### config.mk
export PLATFORM = sky130hd
export DESIGN_NAME = node_settle_integrator
export DESIGN_NICKNAME = d
export VERILOG_FILES = /design/src/rtl/node_settle_integrator.sv
export SDC_FILE = /design/constraint.sdc
export NUM_CORES = 1
export LEC_CHECK = 0
export CAP_MARGIN = 0
export CORE_MARGIN = 2
export CORE_UTILIZATION = 50
export DETAILED_ROUTE_END_ITERATION = 7
export MAX_ROUTING_LAYER = met4
export PLACE_DENSITY = 0.77
export SLEW_MARGIN = 20
export SYNTH_ARGS = -nofsm -noshare
export SYNTH_HDL_FRONTEND = slang
export SYNTH_SLANG_ARGS = --single-unit
### constraint.sdc
create_clock -name clk -period 8.6 [get_ports clk]
set_clock_uncertainty 0.2 [all_clocks]
set_input_delay 1.29 -clock clk [delete_from_list [all_inputs] [get_ports clk]]
set_output_delay 1.29 -clock clk [all_outputs]
set_load 0.02 [all_outputs]
### src/rtl/node_settle_integrator.sv
// Circuit-node integrator: sums signed branch currents, steps the node voltage by
// sum >>> CAP_SHIFT with rail clamping, and iterates until the node is quiet or times out.
module node_settle_integrator #(
    parameter int W             = 16,
    parameter int N_IN          = 4,
    parameter int CAP_SHIFT     = 2,
    parameter int V_HI          = 16384,
    parameter int V_LO          = -16384,
    parameter int TH_HI         = 4096,
    parameter int TH_LO         = -4096,
    parameter int SETTLE_EPS    = 2,
    parameter int SETTLE_CYCLES = 4,
    parameter int MAX_ITER      = 64
) (
    input  logic                clk,
    input  logic                rst_n,
    input  logic                start,
    input  logic                init_vld,
    input  logic signed [W-1:0] init_v,
    input  logic [N_IN*W-1:0]   i_in,
    output logic signed [W-1:0] v,
    output logic                q,
    output logic                busy,
    output logic                done,
    output logic                timeout
);
    localparam int SW = W + $clog2(N_IN);
    localparam int XW = SW + 1;
    localparam int W1 = W + 1;
    localparam int IW = $clog2(MAX_ITER + 1);
    localparam int CW = $clog2(SETTLE_CYCLES + 1);

    localparam logic signed [W-1:0]  V_HI_W     = W'(V_HI);
    localparam logic signed [W-1:0]  V_LO_W     = W'(V_LO);
    localparam logic signed [W-1:0]  TH_HI_W    = W'(TH_HI);
    localparam logic signed [W-1:0]  TH_LO_W    = W'(TH_LO);
    localparam logic signed [XW-1:0] V_HI_X     = XW'(V_HI);
    localparam logic signed [XW-1:0] V_LO_X     = XW'(V_LO);
    localparam logic signed [W1-1:0] EPS_P      = W1'(SETTLE_EPS);
    localparam logic signed [W1-1:0] EPS_N      = W1'(-SETTLE_EPS);
    localparam logic [IW-1:0]        ITER_LIM   = IW'(MAX_ITER);
    localparam logic [CW-1:0]        SETTLE_LIM = CW'(SETTLE_CYCLES);

    typedef enum logic [1:0] {S_IDLE, S_RUN, S_DONE} state_t;

    state_t               state_q;
    logic signed [W-1:0]  v_q;
    logic                 lvl_q;
    logic                 busy_q;
    logic                 done_q;
    logic                 timeout_q;
    logic [IW-1:0]        iter_q;
    logic [CW-1:0]        settle_q;

    logic signed [SW-1:0] branch_ext [N_IN];
    logic signed [SW-1:0] sum_d;
    logic signed [SW-1:0] delta_d;
    logic signed [XW-1:0] v_wide_d;
    logic signed [XW-1:0] v_clamp_d;
    logic signed [W-1:0]  v_d;
    logic signed [W1-1:0] chg_d;
    logic                 quiet_d;
    logic signed [W-1:0]  init_clamp_d;
    logic                 lvl_d;
    logic [IW-1:0]        iter_d;
    logic [CW-1:0]        settle_d;

    for (genvar gi = 0; gi < N_IN; gi++) begin : g_branch
        assign branch_ext[gi] = SW'($signed(i_in[gi*W +: W]));
    end

    // The sum is sized with clog2(N_IN) guard bits, so it never wraps.
    always_comb begin
        sum_d = '0;
        for (int k = 0; k < N_IN; k++) begin
            sum_d = sum_d + branch_ext[k];
        end
    end

    assign delta_d   = sum_d >>> CAP_SHIFT;
    assign v_wide_d  = XW'(v_q) + XW'(delta_d);
    assign v_clamp_d = (v_wide_d > V_HI_X) ? V_HI_X :
                       (v_wide_d < V_LO_X) ? V_LO_X : v_wide_d;
    assign v_d       = v_clamp_d[W-1:0];

    // Quietness is judged on the change actually applied, so a rail-pinned node settles.
    assign chg_d     = W1'(v_d) - W1'(v_q);
    assign quiet_d   = (chg_d <= EPS_P) && (chg_d >= EPS_N);

    assign iter_d    = iter_q + 1'b1;
    assign settle_d  = quiet_d ? settle_q + 1'b1 : '0;

    assign init_clamp_d = (init_v > V_HI_W) ? V_HI_W :
                          (init_v < V_LO_W) ? V_LO_W : init_v;

    assign lvl_d = (v_q >= TH_HI_W) ? 1'b1 :
                   (v_q <= TH_LO_W) ? 1'b0 : lvl_q;

    always_ff @(posedge clk or negedge rst_n) begin
        if (!rst_n) begin
            state_q   <= S_IDLE;
            v_q       <= V_LO_W;
            lvl_q     <= 1'b0;
            busy_q    <= 1'b0;
            done_q    <= 1'b0;
            timeout_q <= 1'b0;
            iter_q    <= '0;
            settle_q  <= '0;
        end else begin
            lvl_q  <= lvl_d;
            done_q <= 1'b0;
            case (state_q)
                S_IDLE, S_DONE: begin
                    if (init_vld) begin
                        v_q <= init_clamp_d;
                    end
                    if (start) begin
                        state_q   <= S_RUN;
                        busy_q    <= 1'b1;
                        iter_q    <= '0;
                        settle_q  <= '0;
                        timeout_q <= 1'b0;
                    end else begin
                        state_q <= S_IDLE;
                    end
                end
                S_RUN: begin
                    v_q      <= v_d;
                    iter_q   <= iter_d;
                    settle_q <= settle_d;
                    // Settling is tested first so it wins over a simultaneous timeout.
                    if (settle_d == SETTLE_LIM) begin
                        state_q   <= S_DONE;
                        busy_q    <= 1'b0;
                        done_q    <= 1'b1;
                        timeout_q <= 1'b0;
                    end else if (iter_d == ITER_LIM) begin
                        state_q   <= S_DONE;
                        busy_q    <= 1'b0;
                        done_q    <= 1'b1;
                        timeout_q <= 1'b1;
                    end
                end
                default: begin
                    state_q <= S_IDLE;
                    busy_q  <= 1'b0;
                end
            endcase
        end
    end

    assign v       = v_q;
    assign q       = lvl_q;
    assign busy    = busy_q;
    assign done    = done_q;
    assign timeout = timeout_q;

endmodule
Word level (Yosys, flattened, before mapping)
Cells that the tools add are included.
{"block": "classes", "add_sub_neg": 7, "n_reduce_logical": 9, "mux": 28, "n_eq_ne": 7, "n_lt_le_gt_ge": 8}
{"operator": "$mux 16", "count": 5}
{"operator": "$add 16x16->17", "count": 2}
{"operator": "$pmux 16 s2", "count": 1}
{"operator": "$add 17x16->18", "count": 1}
{"operator": "$add 18x16->18", "count": 1}
{"operator": "$ge 17x2->1 const B", "count": 1}
{"operator": "$gt 17x16->1 const B", "count": 1}
{"operator": "$le 17x3->1 const B", "count": 1}
{"operator": "$lt 17x15->1 const B", "count": 1}
{"operator": "$sub 16x16->17", "count": 1}
{"operator": "$ge 16x14->1 const B", "count": 1}
{"operator": "$gt 16x16->1 const B", "count": 1}
{"operator": "$le 16x13->1 const B", "count": 1}
{"operator": "$lt 16x15->1 const B", "count": 1}
{"operator": "$pmux 7 s2", "count": 1}
{"operator": "$mux 1", "count": 12}
{"operator": "$add 7x1->7 const B", "count": 1}
{"operator": "$eq 7x7->1 const B", "count": 1}
{"operator": "$mux 7", "count": 1}
{"operator": "$mux 3", "count": 2}
{"operator": "$pmux 3 s2", "count": 1}
{"operator": "$reduce_and 2->1", "count": 3}
{"operator": "$mux 2", "count": 2}
{"operator": "$ne 2x2->1 const B", "count": 2}
{"operator": "other kinds (12)", "count": 14}
{"block": "totals", "regBits": 32, "output_inout_bits": 20, "inputBits": 84}

Logic depth before layout (Yosys ltp)
{"block": "logic_depth", "ltp_word": 14, "depth_mapped": 36, "mapped_depth_nobuf": 35}

Worst setup path after synthesis
Ideal clock, no wire load.
{"block": "synth_timing", "path_type": "input-to-reg", "startpoint": "input i_in[1]", "endpoint": "register busy_q (netlist: busy)", "stages": 34, "n_path_buf": 1, "setup_time_ns": 0.128, "setup_slack_ns": -0.478, "arrival_time_ns": 8.750, "t_required_ns": 8.272, "cell_sequence": "inv_1 fa_1 inv_1 fa_1 nand3b_1 fa_1 nor2b_1 o21a_1 o21ai_0 a21oi_1 a41o_1 nor2_1 xnor2_1 ha_1 or2_1 or3_1 o22ai_1 nor3_1 or4_1 and3_1 and2_1 a21oi_2 buf_2 nor2_1 ha_1 a211oi_2 and3_2 a21oi_2 a311o_1 a22o_1 or4_4 or4_4 nand3_1 o32ai_1"}
{"block": "synth_between", "elab_chain_len": 14, "word_cells_on_any_way": 18}
{"item": "start, declared", "line": "20", "rtl": "input logic [N_IN*W-1:0] i_in,"}
{"item": "$add 16x16->17 (*)", "line": "76", "rtl": "sum_d = sum_d + branch_ext[k];"}
{"item": "$add 17x16->18 (*)", "line": "76"}
{"item": "$add 18x16->18 (*)", "line": "76"}
{"item": "$add 16x16->17 (*)", "line": "81", "rtl": "assign v_wide_d = XW'(v_q) + XW'(delta_d);"}
{"item": "$lt 17x15->1", "line": "83", "rtl": "(v_wide_d < V_LO_X) ? V_LO_X : v_wide_d;"}
{"item": "$mux 16", "line": "83"}
{"item": "$mux 16 (*)", "line": "82", "rtl": "assign v_clamp_d = (v_wide_d > V_HI_X) ? V_HI_X :"}
{"item": "$sub 16x16->17 (*)", "line": "87", "rtl": "assign chg_d = W1'(v_d) - W1'(v_q);"}
{"item": "$le 17x3->1 / $ge 17x2->1 (equally long branches)", "line": "88", "rtl": "assign quiet_d = (chg_d <= EPS_P) && (chg_d >= EPS_N);"}
{"item": "$logic_and 1x1->1 (*)", "line": "88"}
{"item": "$mux 3 (*)", "line": "91", "rtl": "assign settle_d = quiet_d ? settle_q + 1'b1 : '0;"}
{"item": "$eq 3x3->1 (*)", "line": "132", "rtl": "if (settle_d == SETTLE_LIM) begin"}
{"item": "$ne 3x3->1 (no source line) / $mux 1 (equally long branches)"}
{"item": "$reduce_and 2->1 (no source line) / $pmux 1 s2 (equally long branches)"}
{"item": "end signal, assigned", "line": "104", "rtl": "busy_q <= 1'b0;"}
{"item": "end signal, assigned", "line": "134", "rtl": "busy_q <= 1'b0;"}
{"item": "end signal, assigned", "line": "139", "rtl": "busy_q <= 1'b0;"}
{"item": "end, declared", "line": "49", "rtl": "logic busy_q;"}
Mark *: on every way between the ends. The rest lies on a longest branch, timed or not.
A chain may end at the register's enable or synchronous reset.

Final worst setup path
{"block": "layout_timing", "startpoint": "input i_in[35]", "endpoint": "register busy_q (netlist: busy)"}
{"block": "layout_between", "elab_chain_len": 13, "word_cells_on_any_way": 17}
{"item": "$add 17x16->18 (*)", "line": "76"}
{"item": "$add 18x16->18 (*)", "line": "76"}
{"item": "$add 16x16->17 (*)", "line": "81"}
{"item": "$lt 17x15->1", "line": "83"}
{"item": "$mux 16", "line": "83"}
{"item": "$mux 16 (*)", "line": "82"}
{"item": "$sub 16x16->17 (*)", "line": "87"}
{"item": "$le 17x3->1 / $ge 17x2->1 (equally long branches)", "line": "88"}
{"item": "$logic_and 1x1->1 (*)", "line": "88"}
{"item": "$mux 3 (*)", "line": "91"}
{"item": "$eq 3x3->1 (*)", "line": "132"}
{"item": "$ne 3x3->1 (no source line) / $mux 1 (equally long branches)"}
{"item": "$reduce_and 2->1 (no source line) / $pmux 1 s2 (equally long branches)"}
Marked as above.

==> metrics.md <==
| Metric | Value |
|---|---|
| CP Buf/Inv Count | 7 |
| Routability cong. | 0.898 |
| Cell taking the most area after synthesis | dfrtp_1 |
| Core box area | 10400 µm² |
| Post-synthesis sequential area ratio | 14.9% |
| Final Max Tran Viols | 0 |
| Vias in the first global route | 6471 |
| Shortest period the worst path allows | 8960 ps |
| Crit path launch type | input pin |
| Fill count | 638 |
| Slowest CP cell | or4_4 |
| Placed Area | 7660 µm² |
| Die area | 11600 µm² |
| Sum Neg Setup Slack | -2390 ps |
| Starting Density | 51.8% |
| Crit path top cell by count | buf_4 |
| Commonest cells post-synth | inv_1 (121), nor2_1 (61), ha_1 (50) |
| IO buf count | 103 |
| Ratio of cells with drive above 1 in the final layout | 32.3% |
| Post-CTS Hold Fix Bufs | 0 |
| Clock Tree Buf Depth | 2 |
| Initial antenna violation count | 0 |
| Overall global routing resource usage | 32.5% |
| Clk root buf | clkbuf_8 |
| Syn avg cell area | 7.73 µm² |
| Final Hold Vio Count | 0 |
| H-Tree Depth | 2 |
| Status | finished, violations left |
| Global-route wire length before repair | 29700 µm |
| Layout Nets | 1140 |
| CTS tree | yes |
| DRT antenna net count | 0 |
| HP Class | reg2reg |
| Drt drc | 0 |
| Clk slew on worst S/H paths | 100 ps |
| Core Util, Final | 82.7% |
| Syn Std Cell Area | 5380 µm² |
| Failing checks | negative setup slack |
| Syn nets | 864 |
| Final WS setup | -361 ps |
| CP Data Arrival Time | 8960 ps |
| Clk_lat worst skew | 310 ps |
| WP data required | 8590 ps |
| Actual slew at the worst max-slew pin | 1100 ps |
| Synth top area cells | dfrtp_1 (14%), fa_1 (13%), ha_1 (12%) |
| Critical path's top delay family | simple AND/OR/NAND/NOR gates |
| Hpwl dp | 14000 µm |
| Chip height | 108 µm |
| Post-Place Setup Slack | -1450 ps |
| Async S/R FF share, synth | 100% |
| Synth top area share | 14.0% |
| CP Capture Type | register |
| Total CTS buffers | 5 |
| Pre-antenna DRT Iters | 5 |
| Starting DRT DRC Count | 456 |
| Largest net degree at the start of global routing | 33 |
| Drt wl/cell | 16.9 µm |
| Worst rel slew slack | 26.7% |
| Clock sinks | 32 |
| Crit-path max FO | 7 |
| #FFs+latches synth | 32 |
| Ratio of final minimum period to clock period | 104% |
| EDFF count, synth | 0 |
| GRT overflow | 0 |
| RSZ-0062 raised after global routing | yes |
| Synth Flop Type | dfrtp_1 |
| Critical path's largest stage delay | 560 ps |
| Vias/cell | 5.73 |
| Layout Area Growth over Synthesis | 59.5% |
| Critical path class | in2reg |
| Setup Viol. Count Final | 8 |
| Fmax | 0.112 GHz |
| Row count | 37 |
| N_diodes | 0 |
| I/O pins | 104 |
| Routed WL | 18700 µm |
| Syn Inst Count | 695 |
| Total number of vias | 6345 |
| Die width | 108 µm |
| Post-synth cell types | 76 |
| Post-Layout Inst Area | 8580 µm² |
| Yosys warning total | 0 |
| Maxcap violations | 0 |
| Most frequent cell after synthesis | inv_1 |
==> logic make-up after synthesis <==
| family | synth area share, % |
|---|---|
| multiplexers | 0.372 |
| AND/OR/NAND/NOR | 22.3 |
| flip-flops | 14.9 |
| XOR/XNOR | 4.89 |
| adder cells (fa/ha/maj) | 24.7 |
| AO/OA/AOI/OAI | 23.4 |
| buffers and inverters | 9.50 |
==> timing repair <==
item                                    CTS  global route
pin swaps                                83            39
buffers inserted                         27            15
resized for setup                       126            49
endpoints found under the setup margin    8             8
==> cells in the final DEF (no fill, tap or decap), drive strengths merged, types with 9 or more instances in the layout <==
master	Yosys	layout
nor2b	14	14
fa	35	35
nor3	20	20
a22oi	16	16
dfrtp	30	30
ha	50	50
nand2b	15	15
clkdlybuf4s50	0	74
or3	10	10
xor2	11	11
o21ai	55	55
dlygate4sd2	0	20
nand3	17	17
xnor2	19	19
a21oi	36	36
nor2	61	61
inv	121	121
buf	5	183
nor4	9	9
nand2	35	35
==> registers in the layout, summed over array words and instances, names as in the netlist <==
register	flops
timeout	1
state_q	2
iter_q	7
busy	1
done	1
q	1
v	16
settle_q	3
==> final timing paths <==
kind	from	end	slack (ps)	cells past startpoint
min	iter_q[2]	iter_q[2]	330	1
min reg2reg	iter_q[2]	iter_q[2]	330	1
max	i_in[35]	busy	-360	37
max in group asynchronous	rst_n	v[15]	6660	2
min in group asynchronous	rst_n	settle_q[0]	1180	2
max reg2reg	v[0]	busy	2570	24
==> per-layer routing <==
layer	GRT usage [%]	up-vias	wire, µm
met1	37.2	3030	7270
li1	-	3003	-
met2	59.8	249	9900
met4	10.9	0	726
met3	2.66	63	804
met5	-	-	0
==> per-stage QoR <==
stage	hold WS, ps	instances
6_report	331	1108
5_1_grt	361	1108
4_1_cts	319	1093
3_5_place_dp	321	1059
3_3_place_gp	267	1059
2_1_floorplan	254	695
==> worst reg2reg max path: stages (launching register included) <==
cell and delay (ps):
dfrtp_1 500, ha_1 230, inv_1 60, fa_1 400, nand2b_1 200, a21oi_1 220, o21ai_0 140, a22o_1 230
and4b_1 190, and4_1 200, a41o_1 280, a21oi_4 280, buf_6 190, nor2_1 50, ha_1 330, a21oi_2 140
buf_4 130, or2b_1 90, a21oi_1 90, a311o_1 340, a22o_1 220, or4_4 560, or4_4 480, nand3_4 120
o32ai_2 80
==> final cells by class <==
class                   count  area, µm²  area share (%)
flip-flops and latches     32        803            9.37
well taps                 136        170            1.98
multi-input cells         531       4690            54.7
clock inverters             3       42.5           0.496
repair buffers            280       2340            27.3
clock buffers               5       68.8           0.802
inverters                 121        462            5.38
Power is not shown: default switching activity piles up to over one toggle a cycle in this logic, so the estimate is an artifact.
